File: config.mk
export PLATFORM = sky130hd
export DESIGN_NAME = hqm_system_mem_rf_pg_ctl
export DESIGN_NICKNAME = d
export VERILOG_FILES = /design/src/rtl/hqm_system_mem_rf_pg_ctl.sv
export SDC_FILE = /design/constraint.sdc
export NUM_CORES = 1
export LEC_CHECK = 0
export CORE_UTILIZATION = 46
export CTS_BUF_LIST = sky130_fd_sc_hd__clkbuf_16
export CTS_CLUSTER_SIZE = 10
export DETAILED_ROUTE_END_ITERATION = 16
export GPL_TIMING_DRIVEN = 1
export PLACE_DENSITY_LB_ADDON = 0.12
export SYNTH_ARGS = -nofsm -noshare
export SYNTH_HDL_FRONTEND = slang
export SYNTH_SLANG_ARGS = --single-unit
File: constraint.sdc
create_clock -name clk -period 2.19 [get_ports clk]
set_input_delay 0.438 -clock clk [delete_from_list [all_inputs] [get_ports clk]]
set_output_delay 0.438 -clock clk [all_outputs]
set_load 0.1 [all_outputs]
File: src/rtl/hqm_system_mem_rf_pg_ctl.sv
// rtl/hqm_system_mem_rf_pg_ctl.sv - power-gated two-port register file with wake/init/sleep sequencing
module hqm_system_mem_rf_pg_ctl #(
    parameter int DEPTH    = 64,
    parameter int DWIDTH   = 6,
    parameter int AWIDTH   = $clog2(DEPTH),
    parameter int WAKE_CYC = 4,
    parameter int INIT_EN  = 1
) (
    input  logic              clk,
    input  logic              rst_n,
    input  logic              we,
    input  logic [AWIDTH-1:0] waddr,
    input  logic [DWIDTH-1:0] wdata,
    input  logic              re,
    input  logic [AWIDTH-1:0] raddr,
    output logic [DWIDTH-1:0] rdata,
    output logic              rvalid,
    input  logic              pwr_req,
    output logic              pwr_ack,
    output logic              isol_en,
    output logic              pwr_enable_b_out,
    output logic              busy,
    output logic              access_err,
    input  logic              err_clr
);

    localparam int WCW = (WAKE_CYC > 1) ? $clog2(WAKE_CYC) : 1;
    localparam logic [WCW-1:0]    WAKE_LOAD = WCW'(WAKE_CYC - 1);
    localparam logic [AWIDTH-1:0] LAST_ADDR = AWIDTH'(DEPTH - 1);
    localparam logic [AWIDTH:0]   DEPTH_X   = (AWIDTH + 1)'(DEPTH);

    typedef enum logic [2:0] {
        S_OFF   = 3'd0,
        S_WAKE  = 3'd1,
        S_INIT  = 3'd2,
        S_ON    = 3'd3,
        S_SLEEP = 3'd4
    } state_t;

    state_t            state;
    state_t            state_nxt;
    logic [WCW-1:0]    wake_cnt;
    logic [AWIDTH-1:0] init_addr;
    logic [DWIDTH-1:0] mem [DEPTH];

    logic is_on;
    logic wr_ok;
    logic rd_ok;
    logic rd_in_range;
    logic violation;

    always_ff @(posedge clk or negedge rst_n) begin
        if (!rst_n) begin
            state <= S_OFF;
        end else begin
            state <= state_nxt;
        end
    end

    always_comb begin
        state_nxt = state;
        case (state)
            S_OFF: begin
                if (pwr_req) state_nxt = S_WAKE;
            end
            S_WAKE: begin
                if (!pwr_req) state_nxt = S_SLEEP;
                else if (wake_cnt == '0) state_nxt = (INIT_EN != 0) ? S_INIT : S_ON;
            end
            S_INIT: begin
                if (!pwr_req) state_nxt = S_SLEEP;
                else if (init_addr == LAST_ADDR) state_nxt = S_ON;
            end
            S_ON: begin
                if (!pwr_req) state_nxt = S_SLEEP;
            end
            S_SLEEP: state_nxt = S_OFF;
            default: state_nxt = S_OFF;
        endcase
    end

    // Isolation is asserted in every state where the array supply may be ramping or off
    always_comb begin
        pwr_enable_b_out = 1'b1;
        isol_en          = 1'b1;
        pwr_ack          = 1'b0;
        busy             = 1'b0;
        case (state)
            S_OFF: begin
                pwr_enable_b_out = 1'b1;
                isol_en          = 1'b1;
            end
            S_WAKE: begin
                pwr_enable_b_out = 1'b0;
                isol_en          = 1'b1;
                busy             = 1'b1;
            end
            S_INIT: begin
                pwr_enable_b_out = 1'b0;
                isol_en          = 1'b0;
                busy             = 1'b1;
            end
            S_ON: begin
                pwr_enable_b_out = 1'b0;
                isol_en          = 1'b0;
                pwr_ack          = 1'b1;
            end
            S_SLEEP: begin
                pwr_enable_b_out = 1'b0;
                isol_en          = 1'b1;
                busy             = 1'b1;
            end
            default: begin
                pwr_enable_b_out = 1'b1;
                isol_en          = 1'b1;
            end
        endcase
    end

    // Counters park at their start values outside their state, so entry needs no extra load
    always_ff @(posedge clk or negedge rst_n) begin
        if (!rst_n) begin
            wake_cnt  <= WAKE_LOAD;
            init_addr <= '0;
        end else begin
            if (state != S_WAKE) wake_cnt <= WAKE_LOAD;
            else if (wake_cnt != '0) wake_cnt <= wake_cnt - 1'b1;

            if (state == S_INIT) init_addr <= init_addr + 1'b1;
            else init_addr <= '0;
        end
    end

    assign is_on       = (state == S_ON);
    assign rd_in_range = ({1'b0, raddr} < DEPTH_X);
    assign wr_ok       = is_on && we && ({1'b0, waddr} < DEPTH_X);
    assign rd_ok       = is_on && re;
    assign violation   = !is_on && (we || re);

    always_ff @(posedge clk) begin
        if (state == S_INIT) begin
            mem[init_addr] <= '0;
        end else if (wr_ok) begin
            mem[waddr] <= wdata;
        end
    end

    always_ff @(posedge clk or negedge rst_n) begin
        if (!rst_n) begin
            rvalid     <= 1'b0;
            rdata      <= '0;
            access_err <= 1'b0;
        end else begin
            rvalid <= rd_ok;
            if (rd_ok) rdata <= rd_in_range ? mem[raddr] : '0;
            if (violation) access_err <= 1'b1;
            else if (err_clr) access_err <= 1'b0;
        end
    end

endmodule

==> flow_metrics.env <==
export IMPL_rows=68
export IMPL_port_buffers=35
export IMPL_clk_path_buf_depth=3
export IMPL_cp_required_ps=1750
export IMPL_synthArstFlopShare=0.0471
export IMPL_grt_ovfl_total=0
export IMPL_hold_buffers=0
export IMPL_wl_per_cell_um=23.8
export IMPL_grt_pass1_vias=8816
export IMPL_hold_class="in2async"
export IMPL_detail_route_antenna_nets=0
export IMPL_cts_root_buffer="clkbuf_16"
export IMPL_nFillCells=2677
export IMPL_fin_cells=1541
export IMPL_final_cell_mix="384 x edfxtp_1, 133 x mux2i_1, 83 x buf_4"
export IMPL_grt_pass1_wl_um=55300
export IMPL_die_x_um=190
export IMPL_peakVddDrop_uv=586
export IMPL_finalSetupViolCount=0
export IMPL_synth_nets=935
export IMPL_drc=0
export IMPL_drv_cap=0
export IMPL_initial_utilization=0.468
export IMPL_track_usage=0.212
export IMPL_worst_pin_slew_ps=574
export IMPL_area_delta_synth_final_pct=23.4
export IMPL_n_antenna_cell=0
export IMPL_crit_slowest_cell="dfrtp_1"
export IMPL_synth_seq_cells=403
export IMPL_r2r_start="state[2]"
export IMPL_cts_tree="done"
export IMPL_pin_count=36
export IMPL_cts_made_buffers=46
export IMPL_first_pass_iters=7
export IMPL_leakage_nw=7.97
export IMPL_viasPerCell=5.61
export IMPL_dp_hpwl_um=23700
export IMPL_crit_path_max_fanout=9
export IMPL_period_needed_ps=2130
export IMPL_slew_limit_headroom=0.617
export IMPL_synth_avg_cell_area_um2=17.8
export IMPL_synth_edf_count=384
export IMPL_path_cells="and3b_2 > buf_4 > nor2_2 > buf_12"
export IMPL_die_h_um=190
export IMPL_place_inst=1461
export IMPL_r2r_setup_slack_ps=70
export IMPL_rsz0062_at_grt="yes"
export IMPL_drive_above_1_share=0.285
export IMPL_grt_antenna_before_repair=1
export IMPL_cpPeakStageDelay_ps=370
export IMPL_clock_fmax_mhz=470
export IMPL_tns_ps=0
export IMPL_vias=8648
export IMPL_yosysUniqueCellTypes=41
export IMPL_mostFrequentLayoutCell="edfxtp_1"
export IMPL_cts_sinks=403
export IMPL_ys_seq_area_frac=0.742
export IMPL_nets=1080
export IMPL_ys_flop_type="edfxtp_1"
export IMPL_grt_max_degree=65
export IMPL_coreArea_mm2=0.0345
export IMPL_clk_pin_slew_ps=50
export IMPL_p_per_area_mw_per_mm2=796
export IMPL_post_route_period_util=0.973
export IMPL_endpoint_kind="output pin"
export IMPL_cp_start_kind="flop"
export IMPL_status="finished clean"
export IMPL_r2r_end="mem[14][2]"
export IMPL_netlist_area_mm2=0.0162
export IMPL_critical_path_arrival_ps=1690
export IMPL_clock_latency_ps=550
export IMPL_slew_viol_final=0
export IMPL_path_class="reg2out"
export IMPL_cts_max_level=2
export IMPL_die_area_mm2=0.0359
export IMPL_gp_congestion=0.794
export IMPL_drt_iter0_markers=584
export IMPL_syn_inst=909
export IMPL_reg2reg_depth=8
export IMPL_finalClockSkew_ps=17.9
export IMPL_routed_wl_um=36700
export IMPL_finalHoldViolCount=0
export IMPL_synth_warnings=0
[area by class of cell]
class | instances | area, um^2 | area share
clock buffer | 49 | 1230 | 0.0614
clock inverter | 31 | 116 | 0.00583
inverter | 5 | 18.8 | 0.000940
multi-input combinational | 454 | 4420 | 0.221
sequential | 403 | 12000 | 0.602
tap | 455 | 569 | 0.0285
timing repair buffer | 144 | 1600 | 0.0801
[what timing repair did]
| action | 4_1_cts | 5_1_grt |
|---|---|---|
| endpoints found under the hold margin | 0 | 0 |
| gates cloned | 0 | 0 |
| endpoints found under the setup margin | 256 | 112 |
| pin swaps | 0 | 6 |
| setup buffers | 0 | 0 |
| resized for setup | 4 | 17 |
[sequential cells by signal, indices dropped and copies added, names as in the netlist]
| name | flops |
|---|---|
| mem | 384 |
| init_addr | 6 |
| rdata | 6 |
| state | 3 |
| wake_cnt | 2 |
| access_err | 1 |
| rvalid | 1 |
[layer usage]
metal / GRT usage / wire (um) / vias up
met1: 0.307 / 16600 / 4421
met4: 0.0533 / 641 / 2
met5: 0 / 13 / -
met2: 0.335 / 17500 / 220
met3: 0.0350 / 1910 / 52
li1: - / - / 3953
[power by group]
group / switching, mW / leakage, nW / internal (mW)
clock: 2.80 / 0.769 / 3.96
sequential: 0.0131 / 4.68 / 8.34
combinational: 0.436 / 2.52 / 0.339
total: 3.25 / 7.97 / 12.6
[worst max path at each step]
stage             start          endpoint  slack [ps]  cells past startpoint
2_1_floorplan  state[0]  pwr_enable_b_out        -310                      4
6_report       state[0]  pwr_enable_b_out          60                      4
4_1_cts        state[2]        mem[25][4]          10                      8
3_5_place_dp         we        mem[35][3]        -430                      9
3_3_place_gp         we        mem[35][3]        -430                      9
5_1_grt        state[2]        mem[38][1]          -8                      7
[logic make-up after synthesis]
| kind of cell | Yosys count | synth area share |
|---|---|---|
| AOI/OAI and AO/OA | 94 | 0.0463 |
| xor gates and xnor gates | 6 | 0.00325 |
| muxes | 176 | 0.139 |
| adders and majority gates | 2 | 0.00155 |
| DFF | 403 | 0.742 |
| and+or+nand+nor | 176 | 0.0491 |
| buffers and inverters | 52 | 0.0182 |
[worst max-delay path, delay by kind of cell, from the launching register on]
family / cells / cell delay [ps]
DFF: 1 / 370
buffers and inverters: 2 / 370
and+or+nand+nor: 2 / 410
[metrics by stage]
stage / total power [mW] / setup slack [ps] / utilization / cell area, um^2 / hold WS [ps]
5_1_grt: 16.3 / -8.17 / 0.578 / 20000 / 264
3_3_place_gp: 9.28 / -426 / 0.536 / 18500 / 520
4_1_cts: 16.0 / 12.9 / 0.575 / 19900 / 240
3_5_place_dp: 9.28 / -435 / 0.536 / 18500 / 528
2_1_floorplan: 8.99 / -306 / - / 16600 / 142
6_report: 15.9 / 60.2 / 0.578 / 20000 / 256
[synthesized netlist by cell type, types with 8 or more instances]
cell | count | area, um^2
edfxtp_1 | 384 | 11500
mux2i_1 | 133 | 1330
nor2_1 | 78 | 293
nand2_1 | 37 | 139
a22oi_1 | 36 | 270
mux4_2 | 28 | 631
a22o_1 | 19 | 166
nand3_1 | 19 | 95.1
clkbuf_1 | 18 | 67.6
dfrtp_1 | 17 | 425
buf_2 | 16 | 80.1
a221oi_1 | 12 | 105
mux4_1 | 8 | 210
nand3b_1 | 8 | 60.1
o22ai_1 | 8 | 50.1
Power figures use the tool's default switching activity.
